`src/rtl/seq_detect_arbiter.sv`:
```
// Round-robin front end sharing one overlapping "111" serial detector among N word producers.
// Each granted word is shifted MSB-first; the number of matches is reported with a done pulse.
module seq_detect_arbiter #(
  parameter int N = 4,
  parameter int W = 16,
  localparam int IDW = $clog2(N),
  localparam int CW  = $clog2(W)
) (
  input  logic             clk,
  input  logic             rst,
  input  logic [N-1:0]     req,
  input  logic [N*W-1:0]   data,
  output logic [N-1:0]     gnt,
  output logic             busy,
  output logic             done,
  output logic [IDW-1:0]   done_id,
  output logic [CW-1:0]    match_cnt,
  output logic [1:0]       state
);

  typedef enum logic [1:0] {
    IDLE  = 2'd0,
    SHIFT = 2'd1,
    DONE  = 2'd2
  } state_t;

  typedef enum logic [1:0] {
    D0 = 2'd0,
    D1 = 2'd1,
    D2 = 2'd2,
    D3 = 2'd3
  } det_t;

  state_t           state_r;
  det_t             det_r;
  det_t             det_nx_s;
  logic [W-1:0]     shreg_r;
  logic [CW-1:0]    bitcnt_r;
  logic [CW-1:0]    cnt_r;
  logic [CW-1:0]    cnt_nx_s;
  logic [IDW-1:0]   ptr_r;
  logic [IDW-1:0]   sel_r;
  logic [IDW-1:0]   sel_s;
  logic [IDW-1:0]   idx_s;
  logic             hit_s;
  logic             bit_s;
  logic [N-1:0]     gnt_r;
  logic             busy_r;
  logic             done_r;
  logic [IDW-1:0]   done_id_r;
  logic [CW-1:0]    match_cnt_r;

  assign gnt       = gnt_r;
  assign busy      = busy_r;
  assign done      = done_r;
  assign done_id   = done_id_r;
  assign match_cnt = match_cnt_r;
  assign state     = state_r;

  // Round-robin search: first requesting index at or after ptr, wrapping modulo N.
  always_comb begin
    sel_s = '0;
    hit_s = 1'b0;
    idx_s = '0;
    for (int k = 0; k < N; k++) begin
      idx_s = IDW'((int'(ptr_r) + k) % N);
      sel_s = (!hit_s && req[idx_s]) ? idx_s : sel_s;
      hit_s = hit_s | req[idx_s];
    end
  end

  // Moore detector next state and running count for the bit being consumed.
  always_comb begin
    bit_s    = shreg_r[W-1];
    det_nx_s = D0;
    case (det_r)
      D0:      det_nx_s = bit_s ? D1 : D0;
      D1:      det_nx_s = bit_s ? D2 : D0;
      D2:      det_nx_s = bit_s ? D3 : D0;
      D3:      det_nx_s = bit_s ? D3 : D0;
      default: det_nx_s = D0;
    endcase
    cnt_nx_s = (bit_s && (det_r == D2 || det_r == D3)) ? cnt_r + CW'(1) : cnt_r;
  end

  // Control FSM, shift datapath and registered outputs.
  always_ff @(posedge clk or posedge rst) begin
    if (rst) begin
      state_r     <= IDLE;
      det_r       <= D0;
      shreg_r     <= '0;
      bitcnt_r    <= '0;
      cnt_r       <= '0;
      ptr_r       <= '0;
      sel_r       <= '0;
      gnt_r       <= '0;
      busy_r      <= 1'b0;
      done_r      <= 1'b0;
      done_id_r   <= '0;
      match_cnt_r <= '0;
    end else begin
      case (state_r)
        IDLE: begin
          done_r <= 1'b0;
          if (hit_s) begin
            shreg_r  <= data[int'(sel_s)*W +: W];
            gnt_r    <= {{(N-1){1'b0}}, 1'b1} << sel_s;
            sel_r    <= sel_s;
            det_r    <= D0;
            cnt_r    <= '0;
            bitcnt_r <= '0;
            ptr_r    <= (sel_s == IDW'(N-1)) ? '0 : sel_s + IDW'(1);
            state_r  <= SHIFT;
            busy_r   <= 1'b1;
          end else begin
            gnt_r    <= '0;
            state_r  <= IDLE;
            busy_r   <= 1'b0;
          end
        end
        SHIFT: begin
          gnt_r    <= '0;
          shreg_r  <= {shreg_r[W-2:0], 1'b0};
          det_r    <= det_nx_s;
          cnt_r    <= cnt_nx_s;
          bitcnt_r <= bitcnt_r + CW'(1);
          // The last bit's contribution is taken from cnt_nx_s so it is not lost.
          if (bitcnt_r == CW'(W-1)) begin
            state_r     <= DONE;
            done_r      <= 1'b1;
            match_cnt_r <= cnt_nx_s;
            done_id_r   <= sel_r;
          end else begin
            state_r     <= SHIFT;
          end
        end
        DONE: begin
          done_r  <= 1'b0;
          gnt_r   <= '0;
          busy_r  <= 1'b0;
          state_r <= IDLE;
        end
        default: begin
          state_r <= IDLE;
          gnt_r   <= '0;
          done_r  <= 1'b0;
          busy_r  <= 1'b0;
        end
      endcase
    end
  end

endmodule
```
`config.mk`:
```
export PLATFORM = sky130hd
export DESIGN_NAME = seq_detect_arbiter
export DESIGN_NICKNAME = d
export VERILOG_FILES = /design/src/rtl/seq_detect_arbiter.sv
export SDC_FILE = /design/constraint.sdc
export NUM_CORES = 1
export LEC_CHECK = 0
export CAP_MARGIN = 25
export CORE_MARGIN = 2
export CORE_UTILIZATION = 48
export DETAILED_ROUTE_END_ITERATION = 16
export PLACE_DENSITY_LB_ADDON = 0.1
export REMOVE_ABC_BUFFERS = 1
export SLEW_MARGIN = 20
export SYNTH_ARGS = -nofsm -noshare
export SYNTH_HDL_FRONTEND = slang
export SYNTH_SLANG_ARGS = --single-unit
```
`constraint.sdc`:
```
create_clock -name clk -period 3.4 [get_ports clk]
set_input_delay 0.68 -clock clk [delete_from_list [all_inputs] [get_ports clk]]
set_output_delay 0.68 -clock clk [all_outputs]
set_load 0.01 [all_outputs]
```
==> impl_metrics.ini, run 1 <==
[sta]
relSlewSlack = 0.405
fmax_mhz = 395
final-setup-viol-count = 0
rsz0062_at_grt = false
fin_crit_sh = 0.745
period_needed_ns = 2.53
setup_tns_ns = 0
skew_ns = 0.00634
worst_slew_pin_slew_ns = 0.891
hold_viol = 0
drv_slew = 0

[final_layout]
n_fill_cell = 363
drive_gt1_frac = 0.0757
final_nets = 376
antennaDiodeCount = 0
regArea_um2 = 1100
area_growth_pct = 41.7
multi_input_area_um2 = 1110

[routing]
met1Wirelength_um = 2400
routed_via_density = 5.73
wl_met3_um = 385
wire_per_inst_um = 15.3
dr.first_iter.drc_count = 138
ant_nets = 0
route.detailed.drc = 0
vias = 2051
firstDrtPassIters = 8
routed-wl-met2_um = 2640
top_layer = met4
routed_wirelength_um = 5490

[grt]
grt_start_max_net_pins = 45
grt_pass1_vias = 1894
grtUsageTotal = 0.213
grt_remaining_overflow = 0
antenna_found_initial = 0
grt_pass1_wl_um = 8900

[worst_setup_path]
worstPathArrival_ns = 2.69
worst_setup_path_start_kind = primary input
crit_slowest_cell = clkdlybuf4s50_1
worst_setup_path_end_kind = register
worstSetupPathType = in -> reg
max_stage_delay_ns = 0.60
cp.required_ns = 3.56
crit_chain = clkdlybuf4s50_1, nor4_4, or3_1, nor2_4, a222oi_1, o211ai_1
critPathMaxFanout = 14

[clock_tree]
post_cts_buffers = 0
tritoncts = done
clock_sinks = 44
ctsResizeCount = 0
clock_latency_ns = 0.29
cts.clk_slew.worst_paths_ns = 0.08
htreeDepth = 2
cts_buffers = 5
clock_path_buffers = 2
cts-root-buf = clkbuf_8
ctsHoldBuffers = 0

[logic_synthesis]
post-synth-top-area-cell = dfrtp_1
syn_inst = 223
synth_top_area_frac = 0.474
syn-mean-instance-area_um2 = 10.4
ys_async_sr_fraction = 1.00
synth_seq_cells = 44
synth.top_cells.by_count = 44 x dfrtp_1, 32 x nand2_1, 19 x o21ai_0
syn_area_um2 = 2320
yosysMostFrequentCell = dfrtp_1
synth_cell_type_count = 40
synth-edff-count = 0
synth_area_leaders = dfrtp_1 47%, mux2i_1 7.8%, a222oi_1 5.6%
ys_warn_count = 0
ys_seq_area_frac = 0.474
synth_ff_type = dfrtp_1

[power]
power.density_nw_per_um2 = 652
vdd_drop_max_uv = 339
total_power_w = 0.00215
leakage_nw = 1.42

[floorplan]
core.rowCount = 25
fp.coreArea_um2 = 4690
dieArea_um2 = 5410
dieHeight_um = 73.6
start_util = 0.495
pin_count = 84
die_x_um = 73.6

[placed_design]
gp_congestion = 0.879
numPortBuffers = 83
dp_hpwl_um = 4020

[status]
outcome = finished, final reports clean

[job]
maxCapViolCount = 0

[hold_path]
hold_path.class = reg -> reg
## per-layer routing
layer / up-vias / track usage
li1: 992 / -
met1: 960 / 0.302
met2: 91 / 0.321
met3: 8 / 0.0549
met4: 0 / 0.0606
met5: - / 0
## power by group
part           switching [W]  internal (W)
Sequential          0.000146      0.000717
Combinational       0.000394      0.000471
Clock               0.000179      0.000240
Total               0.000719       0.00143
## final cells by class
| type | instances | share of cell area |
|---|---|---|
| sequential | 44 | 0.335 |
| multi-input combinational | 157 | 0.338 |
| inverter | 9 | 0.0103 |
| clock inverter | 2 | 0.0118 |
| clock buffer | 6 | 0.0251 |
| tap | 54 | 0.0205 |
| timing repair buffer | 86 | 0.259 |
## logic make-up after synthesis
group                    Yosys count  synth area share
adder cells (fa/ha/maj)            3            0.0162
buffers and inverters             22            0.0463
multiplexers                      20            0.0873
XOR/XNOR                           3            0.0113
flip-flops                        44             0.474
AO/OA/AOI/OAI                     69             0.233
AND/OR/NAND/NOR                   62             0.132
## worst paths after layout
path	end	cells past startpoint	slack [ns]	startpoint
setup / recovery	shreg_r[9]$_DFFE_PP0P_	6	0.87	req[2]
hold / removal	sel_r[1]$_DFFE_PP0P_	2	0.48	sel_r[1]$_DFFE_PP0P_
setup reg to reg	done_id[1]$_DFFE_PP0P_	5	1.38	state[0]$_DFF_PP0_
hold reg to reg	sel_r[1]$_DFFE_PP0P_	2	0.48	sel_r[1]$_DFFE_PP0P_
max in group asynchronous	shreg_r[11]$_DFFE_PP0P_	2	1.95	rst
min in group asynchronous	det_r[1]$_DFFE_PP0P_	2	0.89	rst
## state kept, by name, summed over array words and instances (netlist names)
name,flops
shreg_r,16
gnt,4
busy,1
cnt_r,4
done,1
match_cnt,4
done_id,2
state,2
sel_r,2
bitcnt_r,4
det_r,2
ptr_r,2
## metrics by stage
step	instance area (µm²)	util	cells	worst slack, ns	hold WS, ns
after global placement	3170	0.675	350	0.592	0.460
after CTS	3290	0.701	358	0.874	0.486
after floorplan	2250	-	210	1.32	0.443
after detailed placement	3170	0.675	350	0.559	0.465
final	3290	0.701	358	0.866	0.476
after global routing	3290	0.701	358	0.687	0.497
## cells in the final DEF, fill, tap and decap left out, types with 6 or more instances in the layout
cell type        Yosys  layout
a21oi_1              6       6
nor2_1              12      12
clkdlybuf4s50_1      0      83
a222oi_1            13      13
dfrtp_1             44      44
clkbuf_8             0       6
inv_1                9       8
o211ai_1            13      13
nand2_1             32      32
mux2i_1             18      18
o21ai_0             19      19
## critical path: cells and delay by family
family	cells	cell delay, ns
buffers and inverters	1	0.60
AOI/OAI and AO/OA	2	0.47
and+or+nand+nor	3	0.94
Power figures use the tool's default switching activity.
==> run 2: changes to the inputs <==
--- a/config.mk
+++ b/config.mk
@@ -7,7 +7,7 @@
 export LEC_CHECK = 0
 export CAP_MARGIN = 25
 export CORE_MARGIN = 2
-export CORE_UTILIZATION = 48
+export CORE_UTILIZATION = 40
 export DETAILED_ROUTE_END_ITERATION = 16
 export PLACE_DENSITY_LB_ADDON = 0.1
 export REMOVE_ABC_BUFFERS = 1
==> constraint.sdc (replaced) <==
create_clock -name clk -period 2.2 [get_ports clk]
set_input_delay 0.44 -clock clk [delete_from_list [all_inputs] [get_ports clk]]
set_output_delay 0.44 -clock clk [all_outputs]
set_load 0.01 [all_outputs]
==> run 2 against run 1 <==
Critical endpoint is now shreg_r[8]$_DFFE_PP0P_. Clock-buffer cell count down 1. Combinational power up 70%. Register-to-register slack worse by 0.95 ns. Global-route usage down 1.6 points. Hold slack worse by 0.018 ns. Via count up 3.6%. Critical path type unchanged.
==> impl_metrics.ini, run 2 (synthesis results as in run 1) <==
[sta]
fmax_mhz = 493
fin_crit_sh = 0.922
setup_slack_ns = 0.172
rsz0062_at_grt = false
relSlewSlack = 0.631
final-setup-viol-count = 0
drv_slew = 0
setup_tns_ns = 0
worst_slew_pin_slew_ns = 0.550
period_needed_ns = 2.03
timing.hold.ws_ns = 0.458
hold_viol = 0
skew_ns = 0.00987

[power]
combinationalPowerShare = 0.443
leakage_nw = 1.49
power.density_nw_per_um2 = 964
vdd_drop_max_uv = 350
clkPwrFrac = 0.157
p_sw_frac = 0.349
power_frac_seq = 0.400
power.switching_w = 0.00116
p_int_w = 0.00217
total_power_w = 0.00333

[final_layout]
regArea_um2 = 1100
drive_gt1_frac = 0.125
final_common_cell = clkdlybuf4s50_1
layout_common_cells = 83 x clkdlybuf4s50_1, 44 x dfrtp_1, 32 x nand2_1
largest-register = shreg_r
antennaDiodeCount = 0
n_fill_cell = 507
largest_reg_flops = 16
final_nets = 393
multi_input_area_um2 = 1110
final_core_util = 0.623
area_growth_pct = 48.5

[worst_setup_path]
crit_slowest_cell = clkdlybuf4s50_1
crit_chain = clkdlybuf4s50_1, inv_1, a2111oi_4, nor2_4, buf_12, mux2i_1, o211ai_1
worst_setup_path_end_kind = register
worst_setup_path_start_kind = primary input
worstSetupPathType = in -> reg
worstPathArrival_ns = 2.21
cp.required_ns = 2.38
max_stage_delay_ns = 0.65
critPathMaxFanout = 9
rrSetupSlack_ns = 0.43

[placed_design]
dp_hpwl_um = 4490
numPortBuffers = 83
pre_cts_slack_ns = -0.155
gp_congestion = 0.815

[clock_tree]
clock_path_buffers = 2
htreeDepth = 2
cts_buffers = 5
cts.clk_slew.worst_paths_ns = 0.09
clock_sinks = 44
ctsHoldBuffers = 0
post_cts_buffers = 0
cts-root-buf = clkbuf_8
clock_latency_ns = 0.31
ctsResizeCount = 0
tritoncts = done

[routing]
routed_wirelength_um = 5840
ant_nets = 0
wire_per_inst_um = 14.8
vias = 2124
routed_via_density = 5.40
firstDrtPassIters = 6
dr.first_iter.drc_count = 132
route.detailed.drc = 0

[job]
maxCapViolCount = 0

[floorplan]
dieHeight_um = 80.2
start_util = 0.419
fp.coreArea_um2 = 5540
pin_count = 84
die_x_um = 80.2
dieArea_um2 = 6430
core.rowCount = 27

[grt]
grt_remaining_overflow = 0
grt_pass1_vias = 2106
antenna_found_initial = 0
grt_pass1_wl_um = 9780
grtUsageTotal = 0.196
grt_start_max_net_pins = 45

[status]
outcome = finished, final reports clean

[hold_path]
hold_path.class = in -> async
## run 2: area by class of cell
class,count,share of cell area
clock buffers,5,0.0199
clock inverters,3,0.00689
inverters,9,0.00979
multi-input cells,157,0.323
flip-flops and latches,44,0.319
well taps,72,0.0261
repair buffers,103,0.295
## run 2: final timing paths
| check | from | endpoint | cells past startpoint |
|---|---|---|---|
| max | req[1] | shreg_r[8]$_DFFE_PP0P_ | 7 |
| min | rst | gnt[0]$_DFF_PP0_ | 3 |
| max reg2reg | ptr_r[0]$_DFFE_PP0P_ | shreg_r[8]$_DFFE_PP0P_ | 6 |
| min reg2reg | busy$_DFFE_PP0N_ | busy$_DFFE_PP0N_ | 2 |
| max in group asynchronous | rst | done_id[0]$_DFFE_PP0P_ | 3 |
| min in group clk | busy$_DFFE_PP0N_ | busy$_DFFE_PP0N_ | 2 |
## run 2: per-stage QoR
step | area, µm² | cells
after floorplan | 2250 | 210
after global placement | 3360 | 385
after detailed placement | 3360 | 385
after CTS | 3450 | 393
after global routing | 3450 | 393
final | 3450 | 393
## run 2: power groups by stage
| stage | Sequential (W) | Combinational [W] | Clock [W] |
|---|---|---|---|
| after global routing | 0.00136 | 0.00164 | 0.000574 |
| final | 0.00133 | 0.00147 | 0.000524 |
| after detailed placement | 0.00134 | 0.00149 | 0 |
| after global placement | 0.00133 | 0.00146 | 0 |
| after floorplan | 0.00132 | 0.000845 | 0 |
| after CTS | 0.00133 | 0.00150 | 0.000542 |
## run 2: metal layers
metal,share of wire,track usage
met4,0.0072,0.0373
met1,0.42,0.245
met5,0,0
met3,0.074,0.0528
met2,0.50,0.343
## run 2: worst max-delay path, delay by kind of cell
kind / cells / cell delay, ns
AOI/OAI and AO/OA: 2 / 0.49
buffers and inverters: 3 / 0.95
muxes: 1 / 0.16
and+or+nand+nor: 1 / 0.15
==> variant (config.mk and constraints of run 2) <==
Put one more register stage on the output `match_cnt`, with the module's reset. The value now appears one clock later. The other outputs are not delayed to match.
--- a/src/rtl/seq_detect_arbiter.sv
+++ b/src/rtl/seq_detect_arbiter.sv
@@ -54,7 +54,13 @@
   assign busy      = busy_r;
   assign done      = done_r;
   assign done_id   = done_id_r;
-  assign match_cnt = match_cnt_r;
+  always_ff @(posedge clk or posedge rst) begin
+    if (rst) begin
+      match_cnt <= '0;
+    end else begin
+      match_cnt <= match_cnt_r;
+    end
+  end
   assign state     = state_r;
 
   // Round-robin search: first requesting index at or after ptr, wrapping modulo N.
Function: same outputs for any inputs over 10 cycles, from zero or initial values and one cycle with rst high; that may be too few to reach the edited logic, so the function may still have changed.
==> variant against run 2 <==
Highest routed layer unchanged; cell area is 5.8% higher; die area is 5.8% higher; synthesized cell count is 6.3% higher; wire length is 9.3% higher; sequential cell count is 4 higher; cell count is 3.3% higher; largest cell class is now registers; fmax is 3.0% lower; hold slack worse by 75 ps; worst setup slack worse by 62 ps; synthesized area is 6.1% higher; sequential share of layout area is 1.0 points higher; power is 16% higher.
==> variant: results (changes against run 2) <==
[cells_and_area]
n_antenna_cell = 0  ; unchanged
finish.net_count = 404  ; +2.8%
multi_input_area_share = 0.3138  ; -0.009029
n_all_inverters = 6  ; -3
clk_share = 0.03532  ; +0.008482
bufAreaShareNonClock = 0.2898  ; -0.005470
multiInputGateArea_sq_um = 1145  ; +2.8%
fillers = 506  ; -0.20%
multi_input_cells = 165  ; +5.1%
n_all_buffers = 105  ; +1.9%
instances_no_fill = 406  ; +3.3%
post_route_cells_drive_above_1_share = 0.1239  ; -0.0007435

[clock_tree]
cts-resized-gates = 2  ; +2
cts.sinks = 48  ; +9.1%
clk_pin_slew_ps = 80
clk_latency_ps = 290  ; -20 ps
cts_setup_buffers = 0  ; unchanged

[timing]
period_needed_ps = 2090  ; +61.72 ps
tightest_slew_ps = 475.9  ; -73.58 ps
finalClockSkew_ps = 1.943  ; -7.929 ps
hold_ws_ps = 383.4  ; -74.76 ps

[yosys]
synthTopCellsByArea = dfrtp_1 49%, mux2i_1 6.9%, a222oi_1 4.1%
yosysSeqAreaShare = 0.4876  ; +0.01342
ys_types = 43  ; +7.5%
synth_top_cells_by_count = 48 x dfrtp_1, 23 x nand2_1, 17 x mux2i_1, 17 x nand3_1, 15 x o21ai_1
synth_warnings = 0  ; unchanged
synth_area_per_cell_sq_um = 10.39  ; -0.18%

[setup_path]
rrSetupSlack_ps = 210  ; -220 ps
timing.rr.end = shreg_r[1]$_DFFE_PP0P_
max_stage_delay_ps = 520  ; -130 ps
r2r_start = ptr_r[1]$_DFFE_PP0P_
crit_path_start = req[2]
path_max_fanout = 13  ; +4

[drt]
dr.pass1.iters = 4  ; -2
vias = 2210  ; +4.0%
routed_wl_um = 6375  ; +9.3%

[floorplanning]
die-area_sq_um = 6803  ; +5.8%

[pwr]
swShare = 0.3388  ; -0.01010
p_leak_nw = 1.568  ; +5.1%
peakVddDrop_v = 0.0005740  ; +64%

[placed_design]
pre_cts_slack_ps = -330.3  ; -175.0 ps
dpl-instance-area_sq_um = 3515  ; +4.7%
place_inst = 399  ; +3.6%
gp_congestion = 0.7793  ; -4.4%

[min_path]
hold_path.class = reg -> reg

[grt]
grt_start_max_net_pins = 31  ; -31%
grt_pass1_wl_um = 10510  ; +7.5%
grt_usage = 0.2046  ; +0.008199

[outcome]
status = completed

variant: cell types whose count changed after synthesis, moves of 5 or more:
cell	delta
o21ai_0	-19
nand3_1	+16
o21ai_1	+14
nand2_1	-9
inv_1	-6
a21oi_1	+5
o221ai_1	+5
or2_1	+5
variant: metal layers:
metal	GRT usage	vias up	share of wire
met5	0	-	0
met4	0.05667	0	0.0097
met3	0.05326	7	0.072
met2	0.3298	86	0.49
met1	0.2718	1046	0.43
li1	-	1071	-
variant: power by group through the flow:
stage / Combinational [mW] / Sequential [mW] / Clock (mW)
finish: 1.62 / 1.49 / 0.731
global route: 1.82 / 1.54 / 0.783
floorplan: 0.912 / 1.48 / 0
global placement: 1.61 / 1.49 / 0
CTS: 1.65 / 1.49 / 0.745
detailed placement: 1.64 / 1.51 / 0
variant: logic make-up after synthesis:
| kind of cell | after synthesis | share of synthesized area |
|---|---|---|
| DFF | 48 | 0.4876 |
| buffers and inverters | 24 | 0.05129 |
| and+or+nand+nor | 71 | 0.1437 |
| AOI/OAI and AO/OA | 68 | 0.2072 |
| adders and majority gates | 3 | 0.01524 |
| xor gates and xnor gates | 3 | 0.01067 |
| muxes | 20 | 0.08430 |
variant: worst max-delay path, delay by kind of cell:
kind,cells,cell delay (ps)
AOI/OAI and AO/OA,2,390
buffers and inverters,3,850
muxes,2,560
variant: worst max-delay path by stage:
| stage | cells after the start | endpoint |
|---|---|---|
| 4_1_cts | 7 | shreg_r[1]$_DFFE_PP0P_ |
| 5_1_grt | 7 | shreg_r[0]$_DFFE_PP0P_ |
| 3_3_place_gp | 7 | shreg_r[0]$_DFFE_PP0P_ |
| 6_report | 7 | shreg_r[1]$_DFFE_PP0P_ |
| 3_5_place_dp | 7 | shreg_r[0]$_DFFE_PP0P_ |
| 2_1_floorplan | 5 | ptr_r[1]$_DFFE_PP0P_ |
